===== config.mk =====
export PLATFORM = sky130hd
export DESIGN_NAME = dict_value_decompressor
export DESIGN_NICKNAME = d
export VERILOG_FILES = /design/src/rtl/dict_value_decompressor.sv
export SDC_FILE = /design/constraint.sdc
export NUM_CORES = 1
export LEC_CHECK = 0
export BUFFER_PORTS_ARGS = -buffer_cell sky130_fd_sc_hd__buf_2
export CORE_MARGIN = 3
export CORE_UTILIZATION = 24
export CTS_CLUSTER_SIZE = 10
export DETAILED_ROUTE_END_ITERATION = 10
export PLACE_DENSITY_LB_ADDON = 0.08
export SYNTH_ARGS = -nofsm -noshare
export SYNTH_HDL_FRONTEND = slang
export SYNTH_SLANG_ARGS = --single-unit

===== constraint.sdc =====
create_clock -name clk -period 3.6 [get_ports clk]
set_input_delay 0.54 -clock clk [delete_from_list [all_inputs] [get_ports clk]]
set_output_delay 0.54 -clock clk [all_outputs]
set_load 0.05 [all_outputs]

===== src/rtl/dict_value_decompressor.sv =====
// rtl/dict_value_decompressor.sv - expands packed codebook indices into an MSB-first bitstream
// One bit per accepted valid/ready transfer; chunk 0 first, codeword bit3 first.
module dict_value_decompressor #(
  parameter int CHUNK_SIZE    = 4,
  parameter int CODEBOOK_SIZE = 8,
  parameter int INDEX_BITS    = $clog2(CODEBOOK_SIZE),
  parameter int NUM_CHUNKS    = 32
) (
  input  logic                             clk,
  input  logic                             rst_n,
  input  logic [NUM_CHUNKS*INDEX_BITS-1:0] compressed_in,
  input  logic                             start,
  output logic                             busy,
  output logic                             data_out,
  output logic                             data_valid_out,
  input  logic                             data_ready,
  output logic                             done
);

  localparam int FRAME_W = NUM_CHUNKS * INDEX_BITS;
  localparam int CNT_W   = $clog2(NUM_CHUNKS);
  localparam int BIT_W   = $clog2(CHUNK_SIZE);
  localparam logic [CNT_W-1:0] LAST_CHUNK = CNT_W'(NUM_CHUNKS - 1);
  localparam logic [BIT_W-1:0] LAST_BIT   = BIT_W'(CHUNK_SIZE - 1);

  typedef enum logic {IDLE, EMIT} state_e;

  state_e                  state_q, state_d;
  logic [FRAME_W-1:0]      frame_q, frame_d;
  logic [CHUNK_SIZE-1:0]   shift_q, shift_d;
  logic [CNT_W-1:0]        chunk_cnt_q, chunk_cnt_d;
  logic [BIT_W-1:0]        bit_cnt_q, bit_cnt_d;
  logic                    done_q, done_d;
  logic [CNT_W-1:0]        next_chunk;
  logic [INDEX_BITS-1:0]   next_idx;

  function automatic logic [CHUNK_SIZE-1:0] codeword(input logic [INDEX_BITS-1:0] idx);
    logic [3:0] cw4;
    case (int'(idx))
      0:       cw4 = 4'b0000;
      1:       cw4 = 4'b0001;
      2:       cw4 = 4'b0011;
      3:       cw4 = 4'b1110;
      4:       cw4 = 4'b1111;
      5:       cw4 = 4'b1000;
      6:       cw4 = 4'b1100;
      7:       cw4 = 4'b0111;
      default: cw4 = 4'b0000;
    endcase
    return CHUNK_SIZE'(cw4);
  endfunction

  assign next_chunk = chunk_cnt_q + 1'b1;
  assign next_idx   = frame_q[next_chunk*INDEX_BITS +: INDEX_BITS];

  always_ff @(posedge clk or negedge rst_n) begin
    if (!rst_n) begin
      state_q     <= IDLE;
      frame_q     <= '0;
      shift_q     <= '0;
      chunk_cnt_q <= '0;
      bit_cnt_q   <= '0;
      done_q      <= 1'b0;
    end else begin
      state_q     <= state_d;
      frame_q     <= frame_d;
      shift_q     <= shift_d;
      chunk_cnt_q <= chunk_cnt_d;
      bit_cnt_q   <= bit_cnt_d;
      done_q      <= done_d;
    end
  end

  always_comb begin
    state_d     = state_q;
    frame_d     = frame_q;
    shift_d     = shift_q;
    chunk_cnt_d = chunk_cnt_q;
    bit_cnt_d   = bit_cnt_q;
    done_d      = 1'b0;
    case (state_q)
      IDLE: begin
        if (start) begin
          frame_d     = compressed_in;
          shift_d     = codeword(compressed_in[INDEX_BITS-1:0]);
          chunk_cnt_d = '0;
          bit_cnt_d   = '0;
          state_d     = EMIT;
        end
      end
      EMIT: begin
        if (data_ready) begin
          if (bit_cnt_q != LAST_BIT) begin
            shift_d   = shift_q << 1;
            bit_cnt_d = bit_cnt_q + 1'b1;
          end else if (chunk_cnt_q != LAST_CHUNK) begin
            // Reload straight from the frame so chunk boundaries cost no cycle.
            shift_d     = codeword(next_idx);
            bit_cnt_d   = '0;
            chunk_cnt_d = next_chunk;
          end else begin
            shift_d     = '0;
            bit_cnt_d   = '0;
            chunk_cnt_d = '0;
            done_d      = 1'b1;
            state_d     = IDLE;
          end
        end
      end
      default: state_d = IDLE;
    endcase
  end

  assign busy           = (state_q == EMIT);
  assign data_valid_out = (state_q == EMIT);
  assign data_out       = shift_q[CHUNK_SIZE-1];
  assign done           = done_q;

endmodule


==> results.json, run 1 <==
{
  "share_seq_of_total_power_pct": 37.9,
  "post-route-period-util_pct": 80.33,
  "internal-power_uw": 2718,
  "detail_route.drc_violations": 0,
  "slowest_delay_ns": 0.56,
  "post-route-worst-setup-slack_ns": 0.7082,
  "finish.instance_area_mm2": 0.006405,
  "fill_cells": 2303,
  "drt-wirelength-per-cell_um": 15.03,
  "cp_cell_sequence": "ha_1 -> buf_4 -> mux4_2 -> mux2i_1 -> mux2i_1 -> mux2_2 -> ha_1 -> inv_1 -> xnor2_1 -> o21a_1",
  "final_max_slew_viol_count": 0,
  "synth-async-reset-ratio_pct": 100.0,
  "clock-root-buffer": "sky130_fd_sc_hd__clkbuf_16",
  "cts.reportedPaths.clkPinSlew_ns": 0.07,
  "crit_type": "flip-flop to flip-flop",
  "post_dp_cell_area_mm2": 0.006086,
  "transition_time_of_the_tightest_slew_check_pin_ns": 0.8525,
  "synth-xor-area-share_pct": 0.9674,
  "synth_top_family_by_area": "simple AND/OR/NAND/NOR gates",
  "first_iter_violations": 155,
  "finalNetCount": 760,
  "status": "finished, final reports clean",
  "switching_share_pct": 32.13,
  "cts_buffers": 9,
  "clk_skew_ns": 0.008153,
  "required_ns": 3.85,
  "synthesis_stage_register_bit_count": 109,
  "critPathArrivalTime_ns": 3.14,
  "timing.critical_path.to_type": "flip-flop",
  "power.density_cell_area_mw_per_mm2": 625.3,
  "num_vias": 4033,
  "timing.final.crit_period_ns": 2.892,
  "clk_latency_ns": 0.36,
  "muxShareOfSynthArea_pct": 14.82,
  "critical_path.startpoint_type": "flip-flop",
  "place.detailed.hpwl_um": 10270,
  "comb_power_share_pct": 35.0,
  "grt_overflow_total": 0,
  "gp_congestion": 0.7731,
  "synth.avg_cell_area_um2": 9.418,
  "die-width_um": 154.6,
  "cts_max_level": 3,
  "setup_total_negative_slack_ns": 0,
  "drt_wl_total_um": 14010,
  "global_route_wire_length_before_repair_um": 22810,
  "area.growth.synth_to_final_pct": 20.79,
  "synthAdderAreaFrac_pct": 1.652,
  "holdCritPathClass": "input pin to asynchronous set/reset pin",
  "grt_max_degree": 63,
  "layout.cells.most_common": "sky130_fd_sc_hd__nand2_1",
  "floorplan.rows": 53,
  "start_util_pct": 24.83,
  "grt.total_usage_pct": 12.03,
  "cts_hold_buffers": 0,
  "grt_antenna_before_repair": 0,
  "cts.sink_count": 109,
  "final-hold-violation-count": 0,
  "die_h_um": 154.6,
  "remaining_max_slew_budget_at_the_tightest_pin_pct": 43.17,
  "core-area_mm2": 0.02135,
  "first_pass_iters": 4,
  "share_of_synthesized_area_occupied_by_flip_flops_and_latches_pct": 51.44,
  "grt_pass1_vias": 4311,
  "netSwitchingPower_uw": 1287,
  "critical-path-slowest-cell": "sky130_fd_sc_hd__ha_1",
  "synth_enable_flop_cells": 0,
  "via_per_instance_ratio": 4.327,
  "synth_cell_type_count": 36,
  "ioPinCount": 104,
  "timing.fmax_mhz": 345.8,
  "synth_fp_nets": 670,
  "p_leak_uw": 0.003273,
  "max_cap_viol_count": 0,
  "layout.cells.most_common_list": "295 x sky130_fd_sc_hd__nand2_1, 108 x sky130_fd_sc_hd__dfrtp_1, 102 x sky130_fd_sc_hd__buf_2",
  "drive_above_1_share_pct": 24.35,
  "post_cts_resized": 0,
  "path_max_fanout": 12,
  "postCtsSetupBuffers": 0,
  "diodes": 0,
  "pre_cts_slack_ns": 0.6776,
  "post_synthesis_compound_gate_area_fraction_pct": 3.209,
  "ys_warn_count": 0,
  "share_clk_of_total_power_pct": 27.1,
  "dominantRegCellSynth": "sky130_fd_sc_hd__dfrtp_1",
  "post_synth_inst_count": 563,
  "post_synth_and_or_nand_nor_area_fraction_pct": 24.33,
  "tritoncts": "yes",
  "floorplan.die_area_mm2": 0.02391,
  "rsz0062_at_grt": "false",
  "setup_viol": 0,
  "clockBufferDepth": 2,
  "placement.io_buffers": 103,
  "synth.cell_area_mm2": 0.005303,
  "ir_worst_vdd_mv": 0.2372,
  "drt.antenna.violating_nets": 0
}
==> cell families (layout without fill, tap and decap cells) <==
family / after synthesis / count (layout)
AND/OR/NAND/NOR: 328 / 328
buffers and inverters: 36 / 130
flip-flops: 109 / 109
multiplexers: 53 / 53
adder cells (fa/ha/maj): 7 / 7
XOR/XNOR: 5 / 5
AO/OA/AOI/OAI: 25 / 25
==> critical path, delay by kind of cell (launching register included) <==
| family | cells | cell delay (ns) |
|---|---|---|
| xor gates and xnor gates | 1 | 0.12 |
| AOI/OAI and AO/OA | 1 | 0.16 |
| adders and majority gates | 2 | 0.84 |
| muxes | 4 | 0.90 |
| DFF | 1 | 0.40 |
| buffers and inverters | 2 | 0.35 |
==> state kept, by name, indices dropped and copies added (netlist names) <==
register,flops
frame_q,96
chunk_cnt_q,5
shift_q,4
bit_cnt_q,2
busy,1
done,1
==> metal layers <==
metal  global-route usage [%]  wire (um)
met3                    2.238        481
met1                    16.18       6618
met4                    3.659        177
met2                    19.76       6732
met5                        0          0
==> power by group through the flow <==
stage | registers (uW) | clock network (uW) | logic, uW
2_1_floorplan | 1510 | 0 | 1130
3_3_place_gp | 1550 | 0 | 1400
3_5_place_dp | 1540 | 0 | 1440
4_1_cts | 1520 | 1130 | 1440
5_1_grt | 1540 | 1170 | 1560
6_report | 1520 | 1080 | 1400
==> worst paths after layout <==
path	startpoint	to	slack (ns)	depth (start not counted)
setup / recovery	chunk_cnt_q[1]	shift_q[0]	0.71	10
hold / removal	rst_n	frame_q[74]	0.29	1
setup reg to reg	chunk_cnt_q[1]	shift_q[0]	0.71	10
hold reg to reg	frame_q[12]	frame_q[12]	0.48	2
max in group asynchronous	rst_n	frame_q[9]	2.57	2
min in group clk	compressed_in[34]	frame_q[34]	0.37	3
==> synth_stat cells, types with 4 or more instances <==
cell type	number	area share (%)
sky130_fd_sc_hd__mux4_2	20	8.5
sky130_fd_sc_hd__a21oi_1	5	0.47
sky130_fd_sc_hd__o21ai_0	10	0.94
sky130_fd_sc_hd__nor2_1	7	0.50
sky130_fd_sc_hd__clkbuf_1	22	1.6
sky130_fd_sc_hd__mux2i_1	29	5.5
sky130_fd_sc_hd__dfrtp_1	109	51
sky130_fd_sc_hd__mux2_2	4	0.85
sky130_fd_sc_hd__nand2b_1	5	0.59
sky130_fd_sc_hd__buf_4	4	0.57
sky130_fd_sc_hd__nand2_1	295	21
sky130_fd_sc_hd__ha_1	7	1.7
sky130_fd_sc_hd__inv_1	4	0.28
sky130_fd_sc_hd__nand3_1	12	1.1
==> final cells by class <==
cell class	instances	area, um^2	area share (%)
inverter	4	15.01	0.2344
timing repair buffer	111	590.6	9.221
clock buffer	9	225.2	3.516
multi-input combinational	418	2407	37.59
tap	275	344.1	5.372
sequential	109	2729	42.61
clock inverter	6	93.84	1.465
==> stage by stage <==
step           hold WS, ns  instances  total power (uW)  util, %
3_5_place_dp        0.4618        917              2977    28.50
6_report            0.2871        932              4005    30.00
4_1_cts             0.3165        932              4087    30.00
3_3_place_gp        0.4611        917              2948    28.50
2_1_floorplan       0.2444        563              2644        -
5_1_grt             0.3414        932              4278    30.00
Power figures use the tool's default switching activity.
==> run 2: changes to the inputs <==
- ABC_AREA: not set -> 1
- clock period: 3.6 -> 2.38 ns (I/O delays scaled with it)
==> results.json, run 2 <==
{
  "floorplan.rows": 55,
  "timing.critical_path.to_type": "flip-flop",
  "timing.fmax_mhz": 442.0,
  "remaining_max_slew_budget_at_the_tightest_pin_pct": 64.06,
  "reg2reg_from": "chunk_cnt_q[0]",
  "drive_above_1_share_pct": 21.97,
  "p_leak_uw": 0.003564,
  "cts.reportedPaths.clkPinSlew_ns": 0.07,
  "drt-wirelength-per-cell_um": 15.17,
  "final_max_slew_viol_count": 0,
  "clk_skew_ns": 0.006258,
  "finalNetCount": 967,
  "area.growth.synth_to_final_pct": 26.14,
  "critical_path.startpoint_type": "flip-flop",
  "ioPinCount": 104,
  "transition_time_of_the_tightest_slew_check_pin_ns": 0.5391,
  "place.detailed.hpwl_um": 12950,
  "gp_congestion": 0.7952,
  "first_iter_violations": 294,
  "timing.final.crit_period_ns": 2.263,
  "setup_total_negative_slack_ns": 0,
  "r2r_slack_ns": 0.12,
  "synth.cell_area_mm2": 0.005572,
  "post-route-period-util_pct": 95.07,
  "floorplan.die_area_mm2": 0.02508,
  "clk_latency_ns": 0.35,
  "grt_pass1_vias": 4925,
  "cts_buffers": 9,
  "layout.cells.most_common": "sky130_fd_sc_hd__nand2_1",
  "power.density_cell_area_mw_per_mm2": 1153,
  "synth.area.top_cells": "sky130_fd_sc_hd__dfrtp_1 49%, sky130_fd_sc_hd__nand2_1 19%, sky130_fd_sc_hd__o21ai_0 7.0%, sky130_fd_sc_hd__nand3_1 5.4%, sky130_fd_sc_hd__inv_1 5.1%",
  "detail_route.drc_violations": 0,
  "post_synth_inst_count": 751,
  "critPathArrivalTime_ns": 2.55,
  "synth_cell_type_count": 26,
  "hold_path.startpoint": "compressed_in[59]",
  "synth-async-reset-ratio_pct": 100.0,
  "core-area_mm2": 0.02271,
  "clock-root-buffer": "sky130_fd_sc_hd__clkbuf_16",
  "num_vias": 4776,
  "min_delay_path_depth": 3,
  "worst_r2r_path_depth": 15,
  "layout.cells.most_common_list": "287 x sky130_fd_sc_hd__nand2_1, 108 x sky130_fd_sc_hd__dfrtp_1, 102 x sky130_fd_sc_hd__buf_2",
  "drt_wl_total_um": 17440,
  "ir_worst_vdd_mv": 0.4067,
  "hold_path_end": "frame_q[59]",
  "ys_warn_count": 0,
  "first_pass_iters": 4,
  "grt.total_usage_pct": 14.36,
  "rsz0062_at_grt": "true",
  "top_register": "frame_q",
  "via_per_instance_ratio": 4.153,
  "fill_cells": 2514,
  "global_route_wire_length_before_repair_um": 27690,
  "status": "finished, final reports clean",
  "synthesis_stage_register_bit_count": 109,
  "required_ns": 2.66,
  "top_cell_type_s_share_of_synthesized_area_pct": 48.96,
  "die-width_um": 158.4,
  "max_cap_viol_count": 0,
  "die_h_um": 158.4,
  "worst_r2r_endpoint": "shift_q[0]",
  "library_cell_with_the_largest_summed_area_after_synthesis": "sky130_fd_sc_hd__dfrtp_1",
  "tritoncts": "yes",
  "dominantRegCellSynth": "sky130_fd_sc_hd__dfrtp_1",
  "cts.sink_count": 109,
  "grt_max_degree": 56,
  "diodes": 0,
  "placement.io_buffers": 103,
  "path_max_fanout": 9,
  "crit_type": "flip-flop to flip-flop",
  "start_util_pct": 24.53,
  "cts_max_level": 3,
  "synth.avg_cell_area_um2": 7.419,
  "netlist_top_cells_count": "287 x sky130_fd_sc_hd__nand2_1, 109 x sky130_fd_sc_hd__dfrtp_1, 78 x sky130_fd_sc_hd__o21ai_0, 76 x sky130_fd_sc_hd__inv_1, 64 x sky130_fd_sc_hd__nor2_1",
  "largest_reg_flops": 96,
  "grt_antenna_before_repair": 0,
  "share_of_synthesized_area_occupied_by_flip_flops_and_latches_pct": 48.96,
  "post-synth-top-count-cell": "sky130_fd_sc_hd__nand2_1",
  "grt_overflow_total": 0,
  "reg.largest.list": "frame_q (96), chunk_cnt_q (5), shift_q (4)",
  "setup_viol": 0,
  "hold-worst-slack_ns": 0.1909,
  "holdCritPathClass": "input pin to flip-flop",
  "synth_enable_flop_cells": 0,
  "final-hold-violation-count": 0,
  "synth_fp_nets": 858,
  "clockBufferDepth": 2,
  "drt.antenna.violating_nets": 0
}
-- run 2: cell count changes after synthesis, sizes merged, moves of 20 or more --
cell and delta:
inv +74, mux4 -20, mux2i -29, nand3 +57, nor2 +57, o21ai +68
-- run 2: area by class of cell --
type,instances,area [um^2],share of cell area (%)
Timing Repair Buffer,138,907.1,12.91
Sequential cell,109,2729,38.83
Inverter,79,305.3,4.344
Clock buffer,13,250.2,3.561
Clock inverter,3,45.04,0.6409
Multi-Input combinational cell,523,2435,34.64
Tap cell,285,356.6,5.074
-- run 2: per-stage QoR --
step	power (uW)	instance area, um^2	std cells	utilization (%)	setup WS (ns)
2_1_floorplan	4778	5572	751	-	0.1860
4_1_cts	7780	6890	1147	30.34	0.05756
3_5_place_dp	6119	6554	1129	28.86	-0.007298
6_report	8104	7028	1150	30.95	0.1174
5_1_grt	8814	7028	1150	30.95	-0.03756
3_3_place_gp	6106	6554	1129	28.86	0.02128
-- run 2: cell families (layout without fill, tap and decap cells) --
group | Yosys count | count (layout) | synth area share [%]
AOI/OAI and AO/OA | 88 | 88 | 8.219
and+or+nand+nor | 425 | 425 | 31.21
xor gates and xnor gates | 3 | 3 | 0.9434
DFF | 109 | 109 | 48.96
adders and majority gates | 7 | 7 | 1.572
buffers and inverters | 119 | 233 | 9.095
-- run 2: worst max path at each step --
stage	startpoint	end	slack [ns]	depth (start not counted)
final	chunk_cnt_q[0]	shift_q[0]	0.12	15
after global routing	chunk_cnt_q[0]	shift_q[1]	-0.04	15
after CTS	chunk_cnt_q[0]	shift_q[0]	0.06	13
after detailed placement	chunk_cnt_q[0]	shift_q[0]	-0.007	15
after global placement	chunk_cnt_q[0]	shift_q[0]	0.02	13
after floorplan	chunk_cnt_q[0]	shift_q[1]	0.19	13
-- run 2: per-layer routing --
layer | track usage, % | vias up | part of all wire, %
met2 | 20.96 | 99 | 42
met3 | 2.066 | 17 | 3.6
met1 | 21.76 | 2112 | 53
li1 | - | 2548 | -
met4 | 4.670 | 0 | 1.8
met5 | 0 | - | 0
-- run 2: worst max-delay path, stage by stage, from the launching register on --
cell	delay, ns
sky130_fd_sc_hd__dfrtp_2	0.44
sky130_fd_sc_hd__ha_4	0.35
sky130_fd_sc_hd__inv_6	0.06
sky130_fd_sc_hd__buf_12	0.14
sky130_fd_sc_hd__nor2_2	0.09
sky130_fd_sc_hd__nand2_1	0.05
sky130_fd_sc_hd__nand3_1	0.09
sky130_fd_sc_hd__nand3_2	0.09
sky130_fd_sc_hd__nand2_1	0.08
sky130_fd_sc_hd__nand2_1	0.06
sky130_fd_sc_hd__nand2_2	0.10
sky130_fd_sc_hd__ha_4	0.21
sky130_fd_sc_hd__nand3b_1	0.17
sky130_fd_sc_hd__nand2_1	0.07
sky130_fd_sc_hd__nand2_1	0.06
sky130_fd_sc_hd__a21oi_2	0.14
-- run 2: report_power, final --
group	switching (uW)	total, uW	internal (uW)
logic	2490	4320	1830
clock network	689	1540	848
registers	139	2250	2110
total	3320	8100	4780
-- run 2: repair_timing --
| item | CTS | global route |
|---|---|---|
| gates cloned | 0 | 1 |
| setup endpoints to repair | 2 | 3 |
| hold endpoints to repair | 18 | 0 |
| hold buffers | 1 | 0 |
| resized for setup | 3 | 27 |
| setup buffers | 1 | 2 |
| pin swaps | 0 | 13 |
==> run 3: changes to the inputs <==
- CORE_MARGIN: 3 -> not set
- PLACE_DENSITY: not set -> 0.45
- PLACE_DENSITY_LB_ADDON: 0.08 -> not set
==> results.json, run 3 (synthesized netlist as in run 2, its figures left out) <==
{
  "status": "finished, final reports clean",
  "diodes": 0,
  "seqCellArea_mm2": 0.002730,
  "layout.cells.most_common_list": "287 x sky130_fd_sc_hd__nand2_1, 107 x sky130_fd_sc_hd__dfrtp_1, 102 x sky130_fd_sc_hd__buf_2",
  "critical-path-slowest-cell": "sky130_fd_sc_hd__dfrtp_2",
  "num_vias": 4912,
  "critical_path.startpoint_type": "flip-flop",
  "p_total_uw": 7698,
  "internal-power_uw": 4562,
  "grt_pass1_vias": 5062,
  "placement.io_buffers": 103,
  "clk_latency_ns": 0.36,
  "timing.final.crit_period_ns": 2.240,
  "gp_congestion": 0.8398,
  "p_leak_uw": 0.003524,
  "cts_max_level": 3,
  "finish.instance_area_mm2": 0.006905,
  "die_h_um": 154.4,
  "first_iter_violations": 288,
  "holdCritPathClass": "input pin to flip-flop",
  "path_max_fanout": 14,
  "critPathArrivalTime_ns": 2.53,
  "share_clk_of_total_power_pct": 20.9,
  "path_delay_family": "simple AND/OR/NAND/NOR gates",
  "critical_path_buf_inv_count": 1,
  "reg.largest.list": "frame_q (96), chunk_cnt_q (5), shift_q (4)",
  "first_pass_iters": 4,
  "grt_max_degree": 91,
  "timing.fmax_mhz": 446.5,
  "max_cap_viol_count": 0,
  "share_seq_of_total_power_pct": 29.4,
  "switching_share_pct": 40.74,
  "drt.antenna.violating_nets": 0,
  "cts.sink_count": 109,
  "clockBufferDepth": 2,
  "slowest_delay_ns": 0.47,
  "clk_skew_ns": 0.01091,
  "area.growth.synth_to_final_pct": 23.94,
  "post-route-period-util_pct": 94.10,
  "clock-root-buffer": "sky130_fd_sc_hd__clkbuf_16",
  "global_route_wire_length_before_repair_um": 26500,
  "drt-wirelength-per-cell_um": 14.56,
  "multi_input_comb_area_mm2": 0.002377,
  "grt.total_usage_pct": 14.47,
  "setup_total_negative_slack_ns": 0,
  "ioPinCount": 104,
  "rsz0062_at_grt": "false",
  "grt_overflow_total": 0,
  "post_dp_cell_area_mm2": 0.006459,
  "floorplan.die_area_mm2": 0.02383,
  "ir_worst_vdd_mv": 0.6248,
  "detail_route.drc_violations": 0,
  "drive_above_1_share_pct": 19.93,
  "place.detailed.hpwl_um": 12070,
  "largest_reg_flops": 96,
  "remaining_max_slew_budget_at_the_tightest_pin_pct": 44.68,
  "transition_time_of_the_tightest_slew_check_pin_ns": 0.8298,
  "top_register": "frame_q",
  "die-width_um": 154.4,
  "grt_antenna_before_repair": 0,
  "fill_cells": 2519,
  "final_core_util_pct": 30.41,
  "floorplan.rows": 55,
  "power.density_cell_area_mw_per_mm2": 1115,
  "required_ns": 2.67,
  "layout.cells.most_common": "sky130_fd_sc_hd__nand2_1",
  "crit_type": "flip-flop to flip-flop",
  "final_max_slew_viol_count": 0,
  "cts_buffers": 9,
  "core-area_mm2": 0.02271,
  "cp_cell_sequence": "ha_4 -> buf_6 -> nand3_1 -> nand3_1 -> nand3_1 -> nand2_1 -> nand2_1 -> nand2_2 -> ha_4 -> nand3b_1 -> nand2_1 -> nand2_1 -> a21oi_2",
  "timing.critical_path.to_type": "flip-flop",
  "start_util_pct": 24.53,
  "hold-worst-slack_ns": 0.1813,
  "final-hold-violation-count": 0,
  "cts.reportedPaths.clkPinSlew_ns": 0.08,
  "netSwitchingPower_uw": 3136,
  "drt_wl_total_um": 16650,
  "comb_power_share_pct": 49.7,
  "tritoncts": "yes",
  "crit_path_frequent_cell": "sky130_fd_sc_hd__nand2_1",
  "setup_viol": 0,
  "finalNetCount": 960,
  "via_per_instance_ratio": 4.297
}
[run 3: final timing paths]
kind	startpoint	cells after the start	slack, ns	endpoint
worst min register to register	bit_cnt_q[1]	2	0.48	bit_cnt_q[1]
max in group asynchronous	rst_n	3	1.19	frame_q[95]
worst min-delay path	compressed_in[70]	3	0.18	frame_q[70]
min in group asynchronous	rst_n	2	0.51	frame_q[91]
worst max-delay path	chunk_cnt_q[0]	13	0.14	shift_q[0]
worst max register to register	chunk_cnt_q[0]	13	0.14	shift_q[0]
[run 3: worst register-to-register path: stages, from the launching register on]
cell and delay [ns]:
sky130_fd_sc_hd__dfrtp_2 0.47, sky130_fd_sc_hd__ha_4 0.33, sky130_fd_sc_hd__buf_6 0.16, sky130_fd_sc_hd__nand3_1 0.11, sky130_fd_sc_hd__nand3_1 0.10, sky130_fd_sc_hd__nand3_1 0.12
sky130_fd_sc_hd__nand2_1 0.09, sky130_fd_sc_hd__nand2_1 0.06, sky130_fd_sc_hd__nand2_2 0.12, sky130_fd_sc_hd__ha_4 0.21, sky130_fd_sc_hd__nand3b_1 0.17, sky130_fd_sc_hd__nand2_1 0.07
sky130_fd_sc_hd__nand2_1 0.06, sky130_fd_sc_hd__a21oi_2 0.11
[run 3: power by group through the flow]
stage | clock, uW | combinational [uW] | sequential [uW]
after floorplan | 0 | 2520 | 2260
after global placement | 0 | 3510 | 2270
after detailed placement | 0 | 3510 | 2270
after CTS | 1660 | 3600 | 2240
after global routing | 1720 | 4270 | 2290
final | 1610 | 3830 | 2260
[run 3: cell type report]
type,instances,share of cell area (%)
Clock inverter,2,0.5617
Inverter,79,4.385
Sequential cell,109,39.54
Tap cell,285,5.164
Timing Repair Buffer,131,11.96
Multi-Input combinational cell,523,34.43
Clock buffer,14,3.968
[run 3: per-stage QoR]
step | setup WS, ns | instances
2_1_floorplan | 0.1860 | 751
3_3_place_gp | -0.02357 | 1123
3_5_place_dp | -0.02993 | 1123
4_1_cts | 0.003906 | 1141
5_1_grt | 0.001857 | 1143
6_report | 0.1404 | 1143
[run 3: routing by layer]
metal	vias to the layer above	GRT usage (%)	wire length, um
met1	2280	20.22	8494
li1	2524	-	-
met5	-	0	0
met4	0	5.328	266
met2	91	22.55	7363
met3	17	2.242	522
[run 3: repair_timing]
action | CTS | global route
gates cloned | 1 | 1
hold buffers | 1 | 0
pin swaps | 0 | 4
hold endpoints to repair | 30 | 0
endpoints found under the setup margin | 2 | 3
setup buffers | 0 | 1
resized for setup | 0 | 14
